<file path="src/rtl/sprite_fetch_pkg.sv">
// Shared display constants and helpers for the sprite fetch stage.
package sprite_fetch_pkg;

    localparam int unsigned COORD_W   = 10;
    localparam int unsigned H_VISIBLE = 640;
    localparam int unsigned V_VISIBLE = 480;

    typedef logic [7:0] rgb332_t;

    localparam rgb332_t TRANSP_DEFAULT = 8'hE3;

    // Width of a counter holding 0..v-1, never narrower than one bit.
    function automatic int unsigned clog2_min1(input int unsigned v);
        return (v > 1) ? $clog2(v) : 1;
    endfunction

endpackage

</file>
<file path="src/rtl/sprite_fetch_if.sv">
// Sprite ROM bus: registered address out, data and address echo back one cycle later.
interface sprite_fetch_if #(
    parameter int unsigned ADDRW  = 10,
    parameter int unsigned DATA_W = 8
);

    logic [ADDRW-1:0]  rom_addr;
    logic [DATA_W-1:0] rom_data;
    logic [ADDRW-1:0]  rom_addr_echo;

    modport master (
        output rom_addr,
        input  rom_data,
        input  rom_addr_echo
    );

    modport slave (
        input  rom_addr,
        output rom_data,
        output rom_addr_echo
    );

endinterface

</file>
<file path="src/rtl/sprite_fetch_anim_counter.sv">
// Vsync divider and animation frame counter; frame steps once every ANIM_DIV vsync pulses.
module sprite_fetch_anim_counter
    import sprite_fetch_pkg::*;
#(
    parameter int unsigned FRAMES   = 4,
    parameter int unsigned ANIM_DIV = 8,
    localparam int unsigned FRM_W   = clog2_min1(FRAMES)
) (
    input  logic             i_clk,
    input  logic             i_reset,
    input  logic             i_vsync_pulse,
    output logic [FRM_W-1:0] o_anim_frame,
    output logic             o_frame_step
);

    localparam int unsigned DIV_W = clog2_min1(ANIM_DIV);
    localparam logic [DIV_W-1:0] DIV_LAST   = DIV_W'(ANIM_DIV - 1);
    localparam logic [FRM_W-1:0] FRAME_LAST = FRM_W'(FRAMES - 1);

    logic [DIV_W-1:0] r_div;
    logic [FRM_W-1:0] r_frame;

    always_comb begin
        o_frame_step = i_vsync_pulse && (r_div == DIV_LAST);
    end

    always_ff @(posedge i_clk) begin
        if (i_reset) begin
            r_div   <= '0;
            r_frame <= '0;
        end else if (i_vsync_pulse) begin
            if (r_div == DIV_LAST) begin
                r_div   <= '0;
                r_frame <= (r_frame == FRAME_LAST) ? '0 : r_frame + 1'b1;
            end else begin
                r_div <= r_div + 1'b1;
            end
        end
    end

    assign o_anim_frame = r_frame;

endmodule

</file>
<file path="src/rtl/sprite_fetch.sv">
// Raster position to sprite ROM address, then ROM data to colour/valid, fixed 3-cycle latency.
module sprite_fetch
    import sprite_fetch_pkg::*;
#(
    parameter int unsigned SPR_W    = 16,
    parameter int unsigned SPR_H    = 16,
    parameter int unsigned FRAMES   = 4,
    parameter int unsigned DATA_W   = 8,
    parameter int unsigned ANIM_DIV = 8,
    parameter logic [DATA_W-1:0] TRANSP = DATA_W'(TRANSP_DEFAULT),
    localparam int unsigned ADDRW   = $clog2(SPR_W * SPR_H * FRAMES),
    localparam int unsigned FRM_W   = clog2_min1(FRAMES)
) (
    input  logic               i_clk,
    input  logic               i_reset,
    input  logic [COORD_W-1:0] i_hcount,
    input  logic [COORD_W-1:0] i_vcount,
    input  logic               i_bright,
    input  logic               i_vsync_pulse,
    input  logic [COORD_W-1:0] i_sprite_x,
    input  logic [COORD_W-1:0] i_sprite_y,
    input  logic               i_sprite_en,
    sprite_fetch_if.master     io_rom,
    output logic [DATA_W-1:0]  o_pix_color,
    output logic               o_pix_valid,
    output logic [FRM_W-1:0]   o_anim_frame,
    output logic               o_addr_err,
    output logic               o_frame_step
);

    localparam int unsigned COL_W = $clog2(SPR_W);
    localparam int unsigned ROW_W = $clog2(SPR_H);
    localparam int unsigned EXT_W = COORD_W + 1;

    logic [COORD_W-1:0] r_sx;
    logic [COORD_W-1:0] r_sy;
    logic               r_en;

    logic [EXT_W-1:0]   w_sx_end;
    logic [EXT_W-1:0]   w_sy_end;
    logic               w_hit;
    logic [COL_W-1:0]   w_col;
    logic [ROW_W-1:0]   w_row;
    logic [ADDRW-1:0]   w_addr;
    logic [FRM_W-1:0]   w_anim_frame;
    logic               w_opaque;

    logic [ADDRW-1:0]   r_rom_addr;
    logic [ADDRW-1:0]   r_exp_addr;
    logic [ADDRW-1:0]   r_exp_d2;
    logic               r_hit_d1;
    logic               r_hit_d2;
    logic [DATA_W-1:0]  r_pix_color;
    logic               r_pix_valid;
    logic               r_addr_err;

    sprite_fetch_anim_counter #(
        .FRAMES   (FRAMES),
        .ANIM_DIV (ANIM_DIV)
    ) u_anim (
        .i_clk         (i_clk),
        .i_reset       (i_reset),
        .i_vsync_pulse (i_vsync_pulse),
        .o_anim_frame  (w_anim_frame),
        .o_frame_step  (o_frame_step)
    );

    // Box ends are one bit wider than coordinates so a sprite near 1023 clips instead of wrapping.
    always_comb begin
        w_sx_end = {1'b0, r_sx} + EXT_W'(SPR_W);
        w_sy_end = {1'b0, r_sy} + EXT_W'(SPR_H);
        w_hit    = r_en && i_bright
                   && (i_hcount >= r_sx) && ({1'b0, i_hcount} < w_sx_end)
                   && (i_vcount >= r_sy) && ({1'b0, i_vcount} < w_sy_end);
        w_col    = COL_W'(i_hcount - r_sx);
        w_row    = ROW_W'(i_vcount - r_sy);
        w_addr   = ADDRW'({w_anim_frame, w_row, w_col});
        w_opaque = r_hit_d2 && (io_rom.rom_data != TRANSP);
    end

    // Position is only taken at vsync so a mid-frame move never tears the sprite.
    always_ff @(posedge i_clk) begin
        if (i_reset) begin
            r_sx <= '0;
            r_sy <= '0;
            r_en <= 1'b0;
        end else if (i_vsync_pulse) begin
            r_sx <= i_sprite_x;
            r_sy <= i_sprite_y;
            r_en <= i_sprite_en;
        end
    end

    always_ff @(posedge i_clk) begin
        if (i_reset) begin
            r_rom_addr  <= '0;
            r_exp_addr  <= '0;
            r_exp_d2    <= '0;
            r_hit_d1    <= 1'b0;
            r_hit_d2    <= 1'b0;
            r_pix_color <= '0;
            r_pix_valid <= 1'b0;
            r_addr_err  <= 1'b0;
        end else begin
            if (w_hit) begin
                r_rom_addr <= w_addr;
                r_exp_addr <= w_addr;
            end
            r_hit_d1    <= w_hit;
            r_hit_d2    <= r_hit_d1;
            r_exp_d2    <= r_exp_addr;
            r_pix_valid <= w_opaque;
            r_pix_color <= w_opaque ? io_rom.rom_data : '0;
            if (r_hit_d2 && (io_rom.rom_addr_echo != r_exp_d2)) begin
                r_addr_err <= 1'b1;
            end
        end
    end

    assign io_rom.rom_addr = r_rom_addr;
    assign o_pix_color     = r_pix_color;
    assign o_pix_valid     = r_pix_valid;
    assign o_anim_frame    = w_anim_frame;
    assign o_addr_err      = r_addr_err;

endmodule
</file>
<file path="src/flat_wrapper.sv">
// flat-port wrapper written by rule: the top's interface ports become plain ports
module sprite_fetch_flat import sprite_fetch_pkg::*;
#(
    parameter int unsigned SPR_W    = 16,
    parameter int unsigned SPR_H    = 16,
    parameter int unsigned FRAMES   = 4,
    parameter int unsigned DATA_W   = 8,
    parameter int unsigned ANIM_DIV = 8,
    parameter logic [DATA_W-1:0] TRANSP = DATA_W'(TRANSP_DEFAULT),
    localparam int unsigned ADDRW   = $clog2(SPR_W * SPR_H * FRAMES),
    localparam int unsigned FRM_W   = clog2_min1(FRAMES)
)
  (i_clk, i_reset, i_hcount, i_vcount, i_bright, i_vsync_pulse, i_sprite_x, i_sprite_y, i_sprite_en, o_pix_color, o_pix_valid, o_anim_frame, o_addr_err, o_frame_step, io_rom_rom_addr, io_rom_rom_data, io_rom_rom_addr_echo);
  sprite_fetch_if #(.DATA_W(DATA_W)) io_rom_i ();
  input  logic i_clk;
  input  logic i_reset;
  input  logic [COORD_W-1:0] i_hcount;
  input  logic [COORD_W-1:0] i_vcount;
  input  logic i_bright;
  input  logic i_vsync_pulse;
  input  logic [COORD_W-1:0] i_sprite_x;
  input  logic [COORD_W-1:0] i_sprite_y;
  input  logic i_sprite_en;
  output logic [DATA_W-1:0] o_pix_color;
  output logic o_pix_valid;
  output logic [FRM_W-1:0] o_anim_frame;
  output logic o_addr_err;
  output logic o_frame_step;
  output wire logic [$bits(io_rom_i.rom_addr)-1:0] io_rom_rom_addr;
  input wire logic [$bits(io_rom_i.rom_data)-1:0] io_rom_rom_data;
  input wire logic [$bits(io_rom_i.rom_addr_echo)-1:0] io_rom_rom_addr_echo;
  assign io_rom_rom_addr = io_rom_i.rom_addr;
  assign io_rom_i.rom_data = io_rom_rom_data;
  assign io_rom_i.rom_addr_echo = io_rom_rom_addr_echo;
  sprite_fetch #(.SPR_W(SPR_W), .SPR_H(SPR_H), .FRAMES(FRAMES), .DATA_W(DATA_W), .ANIM_DIV(ANIM_DIV), .TRANSP(TRANSP)) u_core (.i_clk(i_clk), .i_reset(i_reset), .i_hcount(i_hcount), .i_vcount(i_vcount), .i_bright(i_bright), .i_vsync_pulse(i_vsync_pulse), .i_sprite_x(i_sprite_x), .i_sprite_y(i_sprite_y), .i_sprite_en(i_sprite_en), .io_rom(io_rom_i), .o_pix_color(o_pix_color), .o_pix_valid(o_pix_valid), .o_anim_frame(o_anim_frame), .o_addr_err(o_addr_err), .o_frame_step(o_frame_step));
endmodule
</file>
<file path="config.mk">
export PLATFORM = sky130hd
export DESIGN_NAME = sprite_fetch_flat
export DESIGN_NICKNAME = d
export VERILOG_FILES = /design/src/rtl/sprite_fetch_pkg.sv /design/src/rtl/sprite_fetch_if.sv /design/src/rtl/sprite_fetch_anim_counter.sv /design/src/rtl/sprite_fetch.sv /design/src/flat_wrapper.sv
export SDC_FILE = /design/constraint.sdc
export NUM_CORES = 1
export LEC_CHECK = 0
export CORE_MARGIN = 2
export CORE_UTILIZATION = 30
export DETAILED_ROUTE_END_ITERATION = 10
export PLACE_DENSITY = 0.61
export SLEW_MARGIN = 20
export SYNTH_ARGS = -nofsm -noshare
export SYNTH_HDL_FRONTEND = slang
export SYNTH_HIERARCHICAL = 1
export SYNTH_SLANG_ARGS = --single-unit
</file>
<file path="constraint.sdc">
create_clock -name i_clk -period 3.4 [get_ports i_clk]
set_input_delay 0.68 -clock i_clk [delete_from_list [all_inputs] [get_ports i_clk]]
set_output_delay 0.68 -clock i_clk [all_outputs]
set_load 0.05 [all_outputs]
</file>
==> flow_summary_export.csv <==
group,metric,value,unit
outcome,status,"finished clean",
critical_path,critPathLaunchType,"input port",
timing,hold_violations,0,
drt,via_per_inst,4.524,
clock_network,cts_root_buffer,"clkbuf_8",
clock_network,cts.sinks,58,
critical_path,rr_startpoint,"u_core/r_sx[4]$_SDFFE_PP0P_",
drt,via_count,2488,
drt,wl_met3,473,um
drt,wl_met1,3166,um
clock_network,clock_latency,0.34,ns
grt,antenna_found_initial,0,
clock_network,h-tree-depth,3,
synthesis,yosysMostFrequentCell,"dfxtp_1",
timing,fmax,366.1,MHz
critical_path,path_cells,"clkdlybuf4s50_1, inv_1, ha_1, inv_1, fa_1, a21oi_1, o21ai_0, a31oi_1, o21ai_0, nand4b_1, buf_4, mux2_2",
synthesis,ys_top_cells_by_area,"dfxtp_1 (37%), ha_1 (15%), mux2i_1 (7.3%), mux2_4 (4.3%), nor2_1 (4.2%)",
synthesis,yosysTopAreaCell,"dfxtp_1",
drt,ant_nets,0,
grt,gr-total-overflow,0,
synthesis,syn_area,0.003133,mm2
clock_network,clockBufferDepth,2,
timing,fin_crit_sh,80.34,%
clock_network,post_cts_resized,0,
synthesis,synth_common_cells,"dfxtp_1 (58), ha_1 (37), nor2_1 (35)",
placed_design,io_buffers,85,
timing,rsz0062_at_grt,"false",
synthesis,yosysSeqAreaShare,37.06,%
synthesis,ys_warn_count,6,
critical_path,critPathLaunch,"i_hcount[0]",
job,maxCapViolCount,0,
synthesis,syn_area_per_cell,9.791,um2
critical_path,worstPathMaxFanout,11,
cells_and_area,synthToLayoutAreaGrowth,38.94,%
placed_design,dpl_cell_area,0.004125,mm2
clock_network,cts.clk_slew.worst_paths,0.07,ns
critical_path,reg2reg_depth,11,
cells_and_area,nNetsFinal,511,
synthesis,synth_cell_type_count,40,
floorplan,dieArea,0.01128,mm2
cells_and_area,drive_above_1_share,8.454,%
synthesis,syn-num-nets,422,
critical_path,cp_data_arrival_time,2.97,ns
critical_path,crit_end,"u_core/r_exp_addr[9]$_SDFFE_PP0P_",
cells_and_area,fin_cells,550,
timing,slew_headroom,39.43,%
floorplan,ios,86,
cells_and_area,n_antenna_cell,0,
timing,fin_setup_tns,0,ns
clock_network,cts_made_buffers,9,
clock_network,postCtsSetupBuffers,0,
pwr,power_density,392.4,mW/mm2
timing,finClkSkew,0.004158,ns
timing,worst_slew_pin_slew,0.9086,ns
synthesis,yosys.area.top_type_share,37.06,%
floorplan,die_h,106.2,um
placed_design,dp_hpwl,5430,um
placed_design,numPlacedInstances,534,
drt,drtIter0Drc,32,
timing,setup_violations,0,
critical_path,worstPathRequired,3.63,ns
drt,highest_layer,"met4",
drt,wire_per_inst,12.62,um
timing,period_needed,2.732,ns
drt,dr.pass1.iters,4,
drt,drc,0,
critical_path,rrSetupSlack,0.71,ns
synthesis,ys.flop_type,"dfxtp_1",
pwr,worst_ir_drop_vdd,182.0,uV
floorplan,die_w,106.2,um
clock_network,cts_tree,"yes",
floorplan,initial_core_util,30.62,%
synthesis,synthesis.instances,320,
cells_and_area,final_area,0.004353,mm2
drt,wl_met2,3118,um
grt,grt_max_degree,51,
floorplan,coreArea,0.01023,mm2
critical_path,crit_path_top_delay_cell,"clkdlybuf4s50_1",
synthesis,async_flop_share,0,%
grt,grt_pass1_vias,2425,
clock_network,cts_hold_buf,0,
timing,fin_hold_ws,0.4391,ns
grt,grt_pass1_wl,11420,um
floorplan,rows,37,
synthesis,synth_seq_cells,58,
critical_path,criticalPathCategory,"input port to flip-flop",
critical_path,end_kind,"flip-flop",
placed_design,gp_congestion,0.8081,
synthesis,synth_edf_count,0,
pwr,p_leak,1.849,nW
critical_path,r2r_end,"u_core/r_exp_addr[1]$_SDFFE_PP0P_",
timing,slew_violations,0,
critical_path,critPathMaxStageDelay,0.40,ns
grt,grt.total_usage,13.10,%
drt,wl,6943,um
cells_and_area,fillers,1012,
min_path,hold_class,"flip-flop to flip-flop",
==> state kept, by name, summed over array words and instances (netlist names) <==
signal                      count
u_core/r_en                     1
u_core/r_sx                    10
u_core/r_sy                    10
u_core/r_hit_d2                 1
u_core/r_hit_d1                 1
u_core/u_anim/r_div             3
u_core/o_pix_color              8
u_core/u_anim/o_anim_frame      2
u_core/r_exp_d2                10
u_core/o_addr_err               1
u_core/o_pix_valid              1
u_core/r_exp_addr              10
==> how the worst min path moves through the flow <==
stage	from	to	slack [ns]	cells past startpoint
after floorplan	u_core/r_hit_d1$_SDFF_PP0_	u_core/r_hit_d2$_SDFF_PP0_	0.41	1
after global placement	u_core/r_hit_d1$_SDFF_PP0_	u_core/r_hit_d2$_SDFF_PP0_	0.42	1
after detailed placement	u_core/r_hit_d1$_SDFF_PP0_	u_core/r_hit_d2$_SDFF_PP0_	0.43	1
after CTS	u_core/r_hit_d1$_SDFF_PP0_	u_core/r_hit_d2$_SDFF_PP0_	0.44	1
after global routing	u_core/r_hit_d1$_SDFF_PP0_	u_core/r_hit_d2$_SDFF_PP0_	0.46	1
final	u_core/r_hit_d1$_SDFF_PP0_	u_core/r_hit_d2$_SDFF_PP0_	0.44	1
==> critical path: cells and delay by family <==
kind,cells,cell delay (ns)
muxes,1,0.35
buffers and inverters,4,0.75
and+or+nand+nor,1,0.11
AOI/OAI and AO/OA,4,0.52
adders and majority gates,2,0.54
==> kinds of logic after synthesis <==
kind of cell    after synthesis  synth area share [%]
compound gates               39                 8.346
simple gates                 95                 15.97
mux                          33                 12.02
xor+xnor                     21                 5.871
fa+ha+maj                    39                 16.05
flops                        58                 37.06
buf+inv                      35                 4.672
==> cell usage in the layout (no fill, tap or decap), types with 4 or more instances in the layout <==
cell,synthesis,final
mux2i_1,23,23
nand3_1,10,10
nor2b_1,14,14
o21ai_0,4,4
clkdlybuf4s50_1,0,83
xnor2_1,12,12
and2_1,9,9
nor2_1,35,35
nand2_1,6,6
dfxtp_1,58,58
mux2_4,9,9
inv_1,26,26
ha_1,37,37
xor2_1,9,9
clkbuf_8,0,10
nand4b_1,4,4
a21o_1,4,4
a21oi_1,13,13
a31oi_1,4,4
==> power by group <==
group          switching, mW  internal [mW]  leakage, nW  total (mW)
logic                  0.122          0.150         1.26       0.272
clock network          0.291          0.433        0.112       0.725
registers             0.0145          0.697        0.472       0.712
==> cell type report <==
type / count / area [um2] / area share (%)
clock buffer: 10 / 137.6 / 3.162
clock inverter: 6 / 90.09 / 2.070
inverter: 26 / 97.59 / 2.242
multi-input combinational: 227 / 1826 / 41.94
sequential: 58 / 1161 / 26.67
tap: 136 / 170.2 / 3.909
timing repair buffer: 87 / 870.8 / 20.01
==> layer usage <==
metal  vias up  GRT usage (%)
li1       1277              -
met1      1119          15.73
met2        75          20.83
met3        17          4.966
met4         0          5.733
met5         -              0
==> stage by stage <==
stage / worst slack (ns) / power [mW] / util, %
2_1_floorplan: 0.9484 / 0.8804 / -
3_3_place_gp: 0.3817 / 0.9939 / 40.32
3_5_place_dp: 0.3167 / 1.000 / 40.32
4_1_cts: 0.6794 / 1.736 / 42.55
5_1_grt: 0.4908 / 1.800 / 42.55
6_report: 0.6683 / 1.708 / 42.55
Note: power is estimated with default switching activity, not from simulation.
